## config.mk

```make
export PLATFORM = sky130hd
export DESIGN_NAME = jnt_cmd_seq
export DESIGN_NICKNAME = d
export VERILOG_FILES = /design/src/rtl/jnt_cmd_seq_pkg.sv /design/src/rtl/sync_fifo.sv /design/src/rtl/jnt_cmd_seq.sv
export SDC_FILE = /design/constraint.sdc
export NUM_CORES = 1
export LEC_CHECK = 0
export CAP_MARGIN = 20
export CORE_MARGIN = 3
export CORE_UTILIZATION = 55
export DETAILED_ROUTE_END_ITERATION = 6
export PLACE_DENSITY = 0.76
export SLEW_MARGIN = 5
export SYNTH_ARGS = -nofsm -noshare
export SYNTH_HDL_FRONTEND = slang
export SYNTH_SLANG_ARGS = --single-unit
```

## constraint.sdc

```tcl
create_clock -name clk -period 9.6 [get_ports clk]
set_input_delay 1.44 -clock clk [delete_from_list [all_inputs] [get_ports clk]]
set_output_delay 1.44 -clock clk [all_outputs]
set_load 0.01 [all_outputs]
```

## src/rtl/jnt_cmd_seq_pkg.sv

```systemverilog
// Shared constants and FSM encoding for the joint-command sequencer.
package jnt_cmd_seq_pkg;

    localparam int FIFO_DEPTH_DEF     = 4;
    localparam int TIMEOUT_CYCLES_DEF = 1024;
    localparam int CMD_W              = 96;

    // 32-bit truncations of the forward-kinematics initial constants
    localparam logic [31:0] INIT_A1  = 32'd0;
    localparam logic [31:0] INIT_A3  = 32'd112855247;
    localparam logic [31:0] INIT_A4  = 32'd3582936969;
    localparam logic [31:0] INIT_NA1 = 32'd3190547134;
    localparam logic [31:0] INIT_NA3 = 32'd3303402381;
    localparam logic [31:0] INIT_NA4 = 32'd2478516807;

    typedef enum logic [1:0] {
        S_IDLE  = 2'd0,
        S_ACCUM = 2'd1,
        S_ISSUE = 2'd2,
        S_WAIT  = 2'd3
    } state_t;

endpackage

```

## src/rtl/sync_fifo.sv

```systemverilog
// Single-clock FIFO with occupancy counter; push/pop are qualified by the caller.
module sync_fifo #(
    parameter int WIDTH = 96,
    parameter int DEPTH = 4
) (
    input  logic             clk,
    input  logic             reset,
    input  logic             push,
    input  logic [WIDTH-1:0] wdata,
    input  logic             pop,
    output logic [WIDTH-1:0] rdata,
    output logic             full,
    output logic             empty
);

    localparam int AW = $clog2(DEPTH);

    logic [WIDTH-1:0] mem [DEPTH];
    logic [AW-1:0]    wr_ptr;
    logic [AW-1:0]    rd_ptr;
    logic [AW:0]      count;

    always_ff @(posedge clk) begin
        if (push) begin
            mem[wr_ptr] <= wdata;
        end
    end

    always_ff @(posedge clk) begin
        if (reset) begin
            wr_ptr <= '0;
            rd_ptr <= '0;
            count  <= '0;
        end else begin
            if (push) begin
                wr_ptr <= wr_ptr + 1'b1;
            end
            if (pop) begin
                rd_ptr <= rd_ptr + 1'b1;
            end
            count <= count + (AW+1)'(push) - (AW+1)'(pop);
        end
    end

    assign rdata = mem[rd_ptr];
    assign full  = (count == (AW+1)'(DEPTH));
    assign empty = (count == '0);

endmodule

```

## src/rtl/jnt_cmd_seq.sv

```systemverilog
// Joint-delta command sequencer: queues deltas, accumulates angles, hands
// each angle set to the FK stage and waits (with timeout) for completion.
module jnt_cmd_seq
    import jnt_cmd_seq_pkg::*;
#(
    parameter int FIFO_DEPTH     = FIFO_DEPTH_DEF,
    parameter int TIMEOUT_CYCLES = TIMEOUT_CYCLES_DEF
) (
    input  logic        clk,
    input  logic        reset,
    input  logic        cmd_valid,
    output logic        cmd_ready,
    input  logic [31:0] cmd_jnt0,
    input  logic [31:0] cmd_jnt1,
    input  logic [31:0] cmd_jnt2,
    input  logic        home,
    output logic        fk_valid,
    input  logic        fk_ready,
    input  logic        fk_done,
    output logic [31:0] fk_a1,
    output logic [31:0] fk_a3,
    output logic [31:0] fk_a4,
    output logic [31:0] fk_na1,
    output logic [31:0] fk_na3,
    output logic [31:0] fk_na4,
    output logic        busy,
    output logic        err_timeout
);

    localparam int TW = $clog2(TIMEOUT_CYCLES + 1);

    state_t             state;
    logic [31:0]        a1, a3, a4, na1, na3, na4;
    logic [31:0]        d0, d1, d2;
    logic               home_pend;
    logic [TW-1:0]      tcnt;
    logic               fifo_full, fifo_empty, fifo_push, fifo_pop;
    logic [CMD_W-1:0]   fifo_rdata;

    assign cmd_ready = !fifo_full;
    assign fifo_push = cmd_valid && cmd_ready;
    // A pending home always wins over a pop in the same IDLE cycle.
    assign fifo_pop  = (state == S_IDLE) && !home_pend && !fifo_empty;

    sync_fifo #(.WIDTH(CMD_W), .DEPTH(FIFO_DEPTH)) u_fifo (
        .clk   (clk),
        .reset (reset),
        .push  (fifo_push),
        .wdata ({cmd_jnt2, cmd_jnt1, cmd_jnt0}),
        .pop   (fifo_pop),
        .rdata (fifo_rdata),
        .full  (fifo_full),
        .empty (fifo_empty)
    );

    always_ff @(posedge clk) begin
        if (reset) begin
            state       <= S_IDLE;
            fk_valid    <= 1'b0;
            err_timeout <= 1'b0;
            home_pend   <= 1'b0;
            tcnt        <= '0;
            d0          <= '0;
            d1          <= '0;
            d2          <= '0;
            a1          <= INIT_A1;
            a3          <= INIT_A3;
            a4          <= INIT_A4;
            na1         <= INIT_NA1;
            na3         <= INIT_NA3;
            na4         <= INIT_NA4;
        end else begin
            if (home) begin
                home_pend <= 1'b1;
            end
            case (state)
                S_IDLE: begin
                    if (home_pend) begin
                        a1        <= INIT_A1;
                        a3        <= INIT_A3;
                        a4        <= INIT_A4;
                        na1       <= INIT_NA1;
                        na3       <= INIT_NA3;
                        na4       <= INIT_NA4;
                        home_pend <= home;
                    end else if (!fifo_empty) begin
                        {d2, d1, d0} <= fifo_rdata;
                        state        <= S_ACCUM;
                    end
                end
                S_ACCUM: begin
                    a1       <= a1 + d0;
                    a3       <= a3 + d1;
                    a4       <= a4 - d2 - d1;
                    na1      <= na1 + d0;
                    na3      <= na3 + d1;
                    na4      <= na4 - d2 - d1;
                    fk_valid <= 1'b1;
                    state    <= S_ISSUE;
                end
                S_ISSUE: begin
                    if (fk_ready) begin
                        fk_valid <= 1'b0;
                        tcnt     <= '0;
                        state    <= S_WAIT;
                    end
                end
                S_WAIT: begin
                    if (fk_done) begin
                        state <= S_IDLE;
                    end else if (tcnt == TW'(TIMEOUT_CYCLES - 1)) begin
                        err_timeout <= 1'b1;
                        state       <= S_IDLE;
                    end else begin
                        tcnt <= tcnt + 1'b1;
                    end
                end
                default: state <= S_IDLE;
            endcase
        end
    end

    assign fk_a1  = a1;
    assign fk_a3  = a3;
    assign fk_a4  = a4;
    assign fk_na1 = na1;
    assign fk_na3 = na3;
    assign fk_na4 = na4;
    assign busy   = (state != S_IDLE) || !fifo_empty;

endmodule

```

### After elaboration in Yosys (flattened, before gate mapping)

Memories as Yosys holds them, arrays and structs flattened. A register that Yosys moved wholly into a read port is not among the register bits.
Index checks and enable logic that the tools add are counted.

| storage, ports and cells | value |
|---|---|
| output and inout port bits | 196 |
| word-level logic and storage cells | 91 |
| memory bits (writable) | 384 |
| register bits | 215 |
| memories | 1 |

| cells by class | value |
|---|---|
| muxes and demuxes | 29 |
| add/sub/neg operators | 13 |
| reduce and logical (&&, ||, !) cells | 19 |
| bitwise gates (word level) | 3 |
| equal/unequal tests | 12 |

Memory list:

| memory | depth | bits a word | read ports | clocked after memory_dff | wr ports | line | source |
|---|---|---|---|---|---|---|---|
| u_fifo.mem | 4 | 96 | 1 | 1 | 1 | sync_fifo.sv:18 | `logic [WIDTH-1:0] mem [DEPTH];` |

Operators with widths:

| kind | count |
|---|---|
| $pmux 32 s2 | 6 |
| $mux 32 | 6 |
| $add 32x32->32 | 4 |
| $sub 32x32->32 | 4 |
| $mux 11 | 3 |
| $pmux 11 s2 | 1 |
| $ne 2x2->1 const B | 6 |
| $add 11x1->11 const B | 1 |
| $eq 11x10->1 const B | 1 |
| $mux 2 | 5 |
| $pmux 2 s4 | 1 |
| $reduce_and 4->1 | 2 |
| $reduce_bool 2->1 | 4 |
| $mux 1 | 6 |
| $reduce_and 3->1 | 2 |
| $add 2x1->2 const B | 2 |
| $eq 2x2->1 const B | 2 |
| $reduce_and 2->1 | 2 |
| $add 3x1->3 | 1 |
| $eq 3x3->1 const B | 1 |
| $logic_and 1x1->1 | 3 |
| $logic_not 1->1 | 3 |
| $logic_not 3->1 | 1 |
| $ne 3x3->1 const B | 1 |
| other kinds (6) | 8 |

### Logic depth before layout (Yosys ltp)

| logic depth | value |
|---|---|
| depth after elaboration | 5 |
| mapped depth | 16 |
| gate-level depth less buffers | 14 |

### Modules after synthesis

Synthesis repeated with hierarchy kept, for this count alone.

| unflattened totals | value |
|---|---|
| cell total of the unflattened synthesis | 3039 |
| area total of the unflattened synthesis | 34832.2 sq um |

By module, submodules not included:

| module | seq. area each (sq um) | times used | area each (sq um) | cells an instance |
|---|---|---|---|---|
| jnt_cmd_seq | 6085.8 | 1 | 20534.7 | 2495 |
| sync_fifo | 11711.2 | 1 | 14297.5 | 544 |

### Worst setup path after synthesis

No wires, ideal clock.

| path | value |
|---|---|
| path type | input port to flip-flop |
| start | input port cmd_valid |
| end | memory u_fifo.mem[0][0], enable pin |
| stages on the path | 1 |
| data arrival time | 3703 ps |
| slack | 5431 ps |
| cells stage by stage | and3_1 |

| between the ends | value |
|---|---|
| longest elaborated chain between the ends | 3 |

Ends and longest elaborated chain:

| element | line | source |
|---|---|---|
| from (decl) | jnt_cmd_seq.sv:11 | `input logic cmd_valid,` |
| $logic_and 1x1->1 | jnt_cmd_seq.sv:41 | `assign fifo_push = cmd_valid && cmd_ready;` |
| $mux 1 | sync_fifo.sv:24 | `if (push) begin` |
| $mux 1 (implied by the code) | sync_fifo.sv:25 | `mem[wr_ptr] <= wdata;` |
| to (decl) | sync_fifo.sv:18 |  |

Every way passes these cells.

### Final worst setup path

| path | value |
|---|---|
| start | register d1[6] |
| end | register a4[31], in the netlist fk_a4[31] |

| between the ends | value |
|---|---|
| longest elaborated chain between the ends | 2 |

Ends and longest elaborated chain:

| element | line | source |
|---|---|---|
| from (decl) | jnt_cmd_seq.sv:34 | `logic [31:0] d0, d1, d2;` |
| from (signal assigned) | jnt_cmd_seq.sv:87 | `{d2, d1, d0} <= fifo_rdata;` |
| $sub 32x32->32 | jnt_cmd_seq.sv:94 | `a4 <= a4 - d2 - d1;` |
| $pmux 32 s2 | jnt_cmd_seq.sv:76 | `case (state)` |
| to (signal assigned) | jnt_cmd_seq.sv:94 |  |
| to (decl) | jnt_cmd_seq.sv:33 | `logic [31:0] a1, a3, a4, na1, na3, na4;` |

Every way passes these cells.
A chain may end at the register's enable or synchronous reset.

==> run summary <==
The number of remaining DRC errors is 0. The synthesis-to-finish area growth came out at 18.7%. The floorplan step defined a core boundary enclosing 62400 um^2. The tools report the number of failing hold endpoints at the final stage as 0. The routed wirelength normalized by instance count is 22.8 um. Data arrives at the worst endpoint at 4700 ps.

For the via count of the first global-routing pass, the log shows 26500. The worst-case hold path end point is d2[9]$_SDFFE_PP0P_. The die footprint is 66800 um^2. Worst setup path category: register to register.

Buffers added to address setup during post-CTS repair amount to 0. In the finished design, the share of the clock period the worst path needs comes to 43.4%. Layer with the highest usage: met2. The tree is rooted in a sky130_fd_sc_hd__clkbuf_16. Cell internal power was estimated by the tool at 8.53 mW.

The met1 demand-to-capacity share in global routing is 38.0%. The worst hold path begins at d2[9]$_SDFFE_PP0P_. The largest individual stage delay along the critical path comes from the cell sky130_fd_sc_hd__a22oi_1. STA classifies the critical path startpoint as a register.

Headroom to the max-slew limit came out at 31.7%. The sum of internal, switching and leakage power came out at 14.5 mW. The synthesized area divided by synthesized cell count is 11.3 um^2, and the final standard cell utilization of the core is 66.7%. The fraction of power consumed by combinational cells was 50.3%. The mean number of vias per cell was 6.05. Counting I/O delays and the setup requirement, the final critical path takes 4170 ps. The total grt overflow is 0, and the clock transition time at the flip-flop clock pins of the worst setup and hold paths is 60 ps. CTS built an H-tree with a depth of 3. The tools report the required time of the critical path as 10130 ps. Counting the fill cells in the layout gives 4753.

Counting every net in the synthesized netlist gives 3471. The worst setup slack before clock tree synthesis was 5340 ps. The largest net degree at the start of global routing was 78; the total count of max-transition violations in the final report was 0. Along the worst path, the maximum fanout reaches 4.

Yosys attributes the largest share of cell area to sky130_fd_sc_hd__edfxtp_1, sky130_fd_sc_hd__dfxtp_1, sky130_fd_sc_hd__ha_1. In this run the horizontal extent of the chip is 258 um. Number of clock sinks: 695.

For the reported max-cap violation count, the log shows 0. The starting density of the core is 56.2%, and the count of flip-flops with a built-in enable after synthesis is 384. The worst register-to-register path begins at d1[6]$_SDFFE_PP0P_.

The worst hold path was traced through 2 stages. The power per cell area was 349 nW/um^2. Timing would allow up to 240 MHz. Switching power: 5.99 mW.

The run gives 21.5% as the clock network power share. The floorplan has 91 rows. The run gives 15.3 nW as the leakage power figure. Adding up every negative setup slack in the final design gives 0 ps.

For the worst-skew pair, the clock arrives at the later sink with an insertion delay of 640 ps. After synthesis, the largest area contributor takes up 32.9% of total cell area. In the final layout, the share of cells above drive strength 1 is 8.16%. For the final weighted congestion in routability-driven placement, the log shows 0.925.

The synthesized design contains 695 register bits. After the first detailed-routing iteration, the DRC count stood at 2096. The run gives 0.226 mV as the largest voltage drop on the vdd net. For the initial antenna violation count, the log shows 18. The number of port buffers works out to 297. The number of detailed-routing iterations run before antenna repair is 5, and the total via count in the routed design is 26000. For the number of buffers inserted for hold repair after clock tree synthesis, the log shows 0. The cell count of the worst reg-to-reg path works out to 13. Sequential elements use 50.7% of the synthesized area. The minimum setup slack among reg-to-reg paths came out at 5430 ps. TritonCTS built the clock tree.

For this run, the slowest stage of the critical path takes 510 ps. The capture instance of the worst register-to-register path is fk_a4[31]$_SDFFE_PP1P_. During I/O placement, the number of pins put on the boundary was 298. The worst setup path is captured at a register.

The maximum count of clock buffers along a single path came out at 3. Share of total power in sequential cells: 28.2%. The signal on the critical path passes through inv_1 -> fa_1 -> ha_1 -> a21o_1 -> or3_1 -> o21a_1 -> a22oi_1 -> o211ai_1 -> a31o_2 -> o41ai_2 -> xnor2_1 -> a21oi_1 -> o22a_1. For the number of synthesis warnings, the log shows 0.

For the final worst slack, the log shows 5430 ps. Setup violations remaining at the end of the flow were counted as 0. Buffers inserted during clock tree synthesis total 77. The synthesized netlist occupies a cell area of 35000 um^2. The first global-routing pass estimated 151000 um of wire. Measured along the y axis, the die boundary spans 258 um.

The flow ran to the end, and the final reports show no timing, DRC or antenna violations. The logs give 3749 for the layout net count and 76 for the number of distinct library cells after synthesis. The switching power share of the total works out to 41.3%. The combined global-route utilization of all metal layers was 29.2%. sky130_fd_sc_hd__edfxtp_1 takes more of the synthesized area than any other cell. Across the routed clock network, the largest skew measured is 41.7 ps.

The detail route stage leaves a number of antenna-violating nets equal to 0. Once detailed placement completed, the half-perimeter wirelength came to 67900 um. The routed wire length came out at 97700 um.

Path category of the worst min-delay check: register to register. Once the clock tree was built, the resizer swapped 0 gates to a different size. After technology mapping, the gate count stands at 3102. Of all flip-flops after synthesis, the portion carrying an async set or reset was 0%. The most used flip-flop cell after synthesis is sky130_fd_sc_hd__edfxtp_1. Global routing used 5.46% of the available met3 tracks. The global routing met2 resource utilization was 49.3%. Setup repair after global routing left no endpoint under its margin. The slew at the pin closest to its max-slew limit is 1030 ps.
-- area by class of cell --
cell class / instances / area [um^2] / share of cell area [%]
Clock inverter: 41 / 573 / 1.38
Sequential cell: 695 / 17800 / 42.7
Tap cell: 837 / 1050 / 2.52
Timing Repair Buffer: 319 / 3160 / 7.59
Clock buffer: 101 / 2140 / 5.14
Antenna cell: 10 / 25.0 / 0.0601
Multi-Input combinational cell: 2154 / 16400 / 39.4
Inverter: 133 / 499 / 1.20
-- cells in the mapped netlist, types with 13 or more instances --
cell type                  number
sky130_fd_sc_hd__edfxtp_1     384
sky130_fd_sc_hd__nand2_1      319
sky130_fd_sc_hd__dfxtp_1      311
sky130_fd_sc_hd__a21oi_1      283
sky130_fd_sc_hd__ha_1         200
sky130_fd_sc_hd__nor2_1       195
sky130_fd_sc_hd__o21ai_0      141
sky130_fd_sc_hd__inv_1        132
sky130_fd_sc_hd__clkbuf_1     105
sky130_fd_sc_hd__a21o_1       104
sky130_fd_sc_hd__mux4_2        96
sky130_fd_sc_hd__xnor2_1       77
sky130_fd_sc_hd__xor2_1        72
sky130_fd_sc_hd__nand2b_1      69
sky130_fd_sc_hd__fa_1          67
sky130_fd_sc_hd__o22ai_1       41
sky130_fd_sc_hd__nand3_1       39
sky130_fd_sc_hd__nor3_1        39
sky130_fd_sc_hd__a22oi_1       36
sky130_fd_sc_hd__o21a_1        31
sky130_fd_sc_hd__a211oi_1      25
sky130_fd_sc_hd__and3_1        24
sky130_fd_sc_hd__o21bai_1      23
sky130_fd_sc_hd__a31oi_1       21
sky130_fd_sc_hd__or3_1         20
sky130_fd_sc_hd__nor2b_1       19
sky130_fd_sc_hd__nand4_1       15
sky130_fd_sc_hd__buf_1         14
sky130_fd_sc_hd__o31ai_1       14
sky130_fd_sc_hd__o211ai_1      13
-- worst max path at each step --
stage | startpoint | end | depth (start not counted) | slack (ps)
5_1_grt | d1[0]$_SDFFE_PP0P_ | fk_na4[28]$_SDFFE_PP1P_ | 13 | 5270
3_5_place_dp | reset | tcnt[9]$_SDFFE_PP0P_ | 5 | 5340
3_3_place_gp | reset | tcnt[7]$_SDFFE_PP0P_ | 5 | 5440
4_1_cts | d1[0]$_SDFFE_PP0P_ | fk_na4[28]$_SDFFE_PP1P_ | 13 | 5520
2_1_floorplan | cmd_valid | u_fifo.mem[0][0]$_DFFE_PP_ | 1 | 5430
6_report | d1[6]$_SDFFE_PP0P_ | fk_a4[31]$_SDFFE_PP1P_ | 13 | 5430
-- state kept, by name (all words and copies together) (netlist names), 11 cells and up --
name	cells
d1	32
d2	32
fk_a1	32
fk_na3	32
fk_a3	32
fk_na4	32
u_fifo.mem	384
fk_a4	32
d0	32
tcnt	11
fk_na1	32
-- power groups by stage --
stage                     Sequential (mW)  Combinational, mW  Clock (mW)
after floorplan                      4.03               5.22           0
after global placement               4.12               7.09           0
after detailed placement             4.15               7.20           0
after CTS                            4.09               7.25        3.16
after global routing                 4.15               8.06        3.28
final                                4.09               7.31        3.12
-- critical path: cells and delay by family (launching register included) --
| kind | cells | cell delay, ps |
|---|---|---|
| compound gates | 8 | 2170 |
| fa+ha+maj | 2 | 810 |
| flops | 1 | 400 |
| simple gates | 1 | 350 |
| xor+xnor | 1 | 190 |
| buf+inv | 1 | 130 |
-- layer usage --
| layer | wire, um | up-vias |
|---|---|---|
| li1 | - | 12000 |
| met1 | 40700 | 12800 |
| met2 | 47200 | 945 |
| met3 | 6680 | 204 |
| met4 | 3080 | 10 |
| met5 | 80 | - |
-- kinds of logic after synthesis --
| group | Yosys count | share of synthesized area, % |
|---|---|---|
| AND/OR/NAND/NOR | 798 | 10.5 |
| multiplexers | 106 | 6.45 |
| adder cells (fa/ha/maj) | 267 | 11.0 |
| flip-flops | 695 | 50.7 |
| XOR/XNOR | 149 | 3.72 |
| AO/OA/AOI/OAI | 834 | 15.0 |
| buffers and inverters | 253 | 2.71 |
-- cells in the final DEF, fill, tap and decap left out, drive strengths merged, types with 12 or more instances in the layout --
master         synthesis  final
nor2                 195    195
xor2                  72     72
ha                   200    200
nor2b                 19     19
nand2b                69     69
o31ai                 15     15
edfxtp               384    384
o21ai                148    148
o211ai                14     14
o21bai                23     23
buf                   15     23
a21o                 104    104
xnor2                 77     77
clkdlybuf4s50          0    296
o21a                  31     31
or3                   20     20
a22oi                 36     36
and3                  24     24
nor3                  39     39
clkinv                 0     22
a21oi                285    285
dfxtp                311    311
a31oi                 21     21
clkbuf               105    101
and2                  12     12
nand4                 15     15
nand2                320    320
mux4                  96     96
nand3                 39     39
a211oi                25     25
fa                    67     67
inv                  133    136
o22ai                 41     41
-- per-stage QoR --
| step | instance area [um^2] | std cells | hold WS [ps] |
|---|---|---|---|
| floorplan | 35000 | 3102 | 436 |
| global placement | 38900 | 4137 | 445 |
| detailed placement | 38900 | 4137 | 450 |
| CTS | 41600 | 4279 | 458 |
| global route | 41600 | 4286 | 480 |
| finish | 41600 | 4290 | 458 |
No activity file was read; power rests on OpenSTA's default activity.
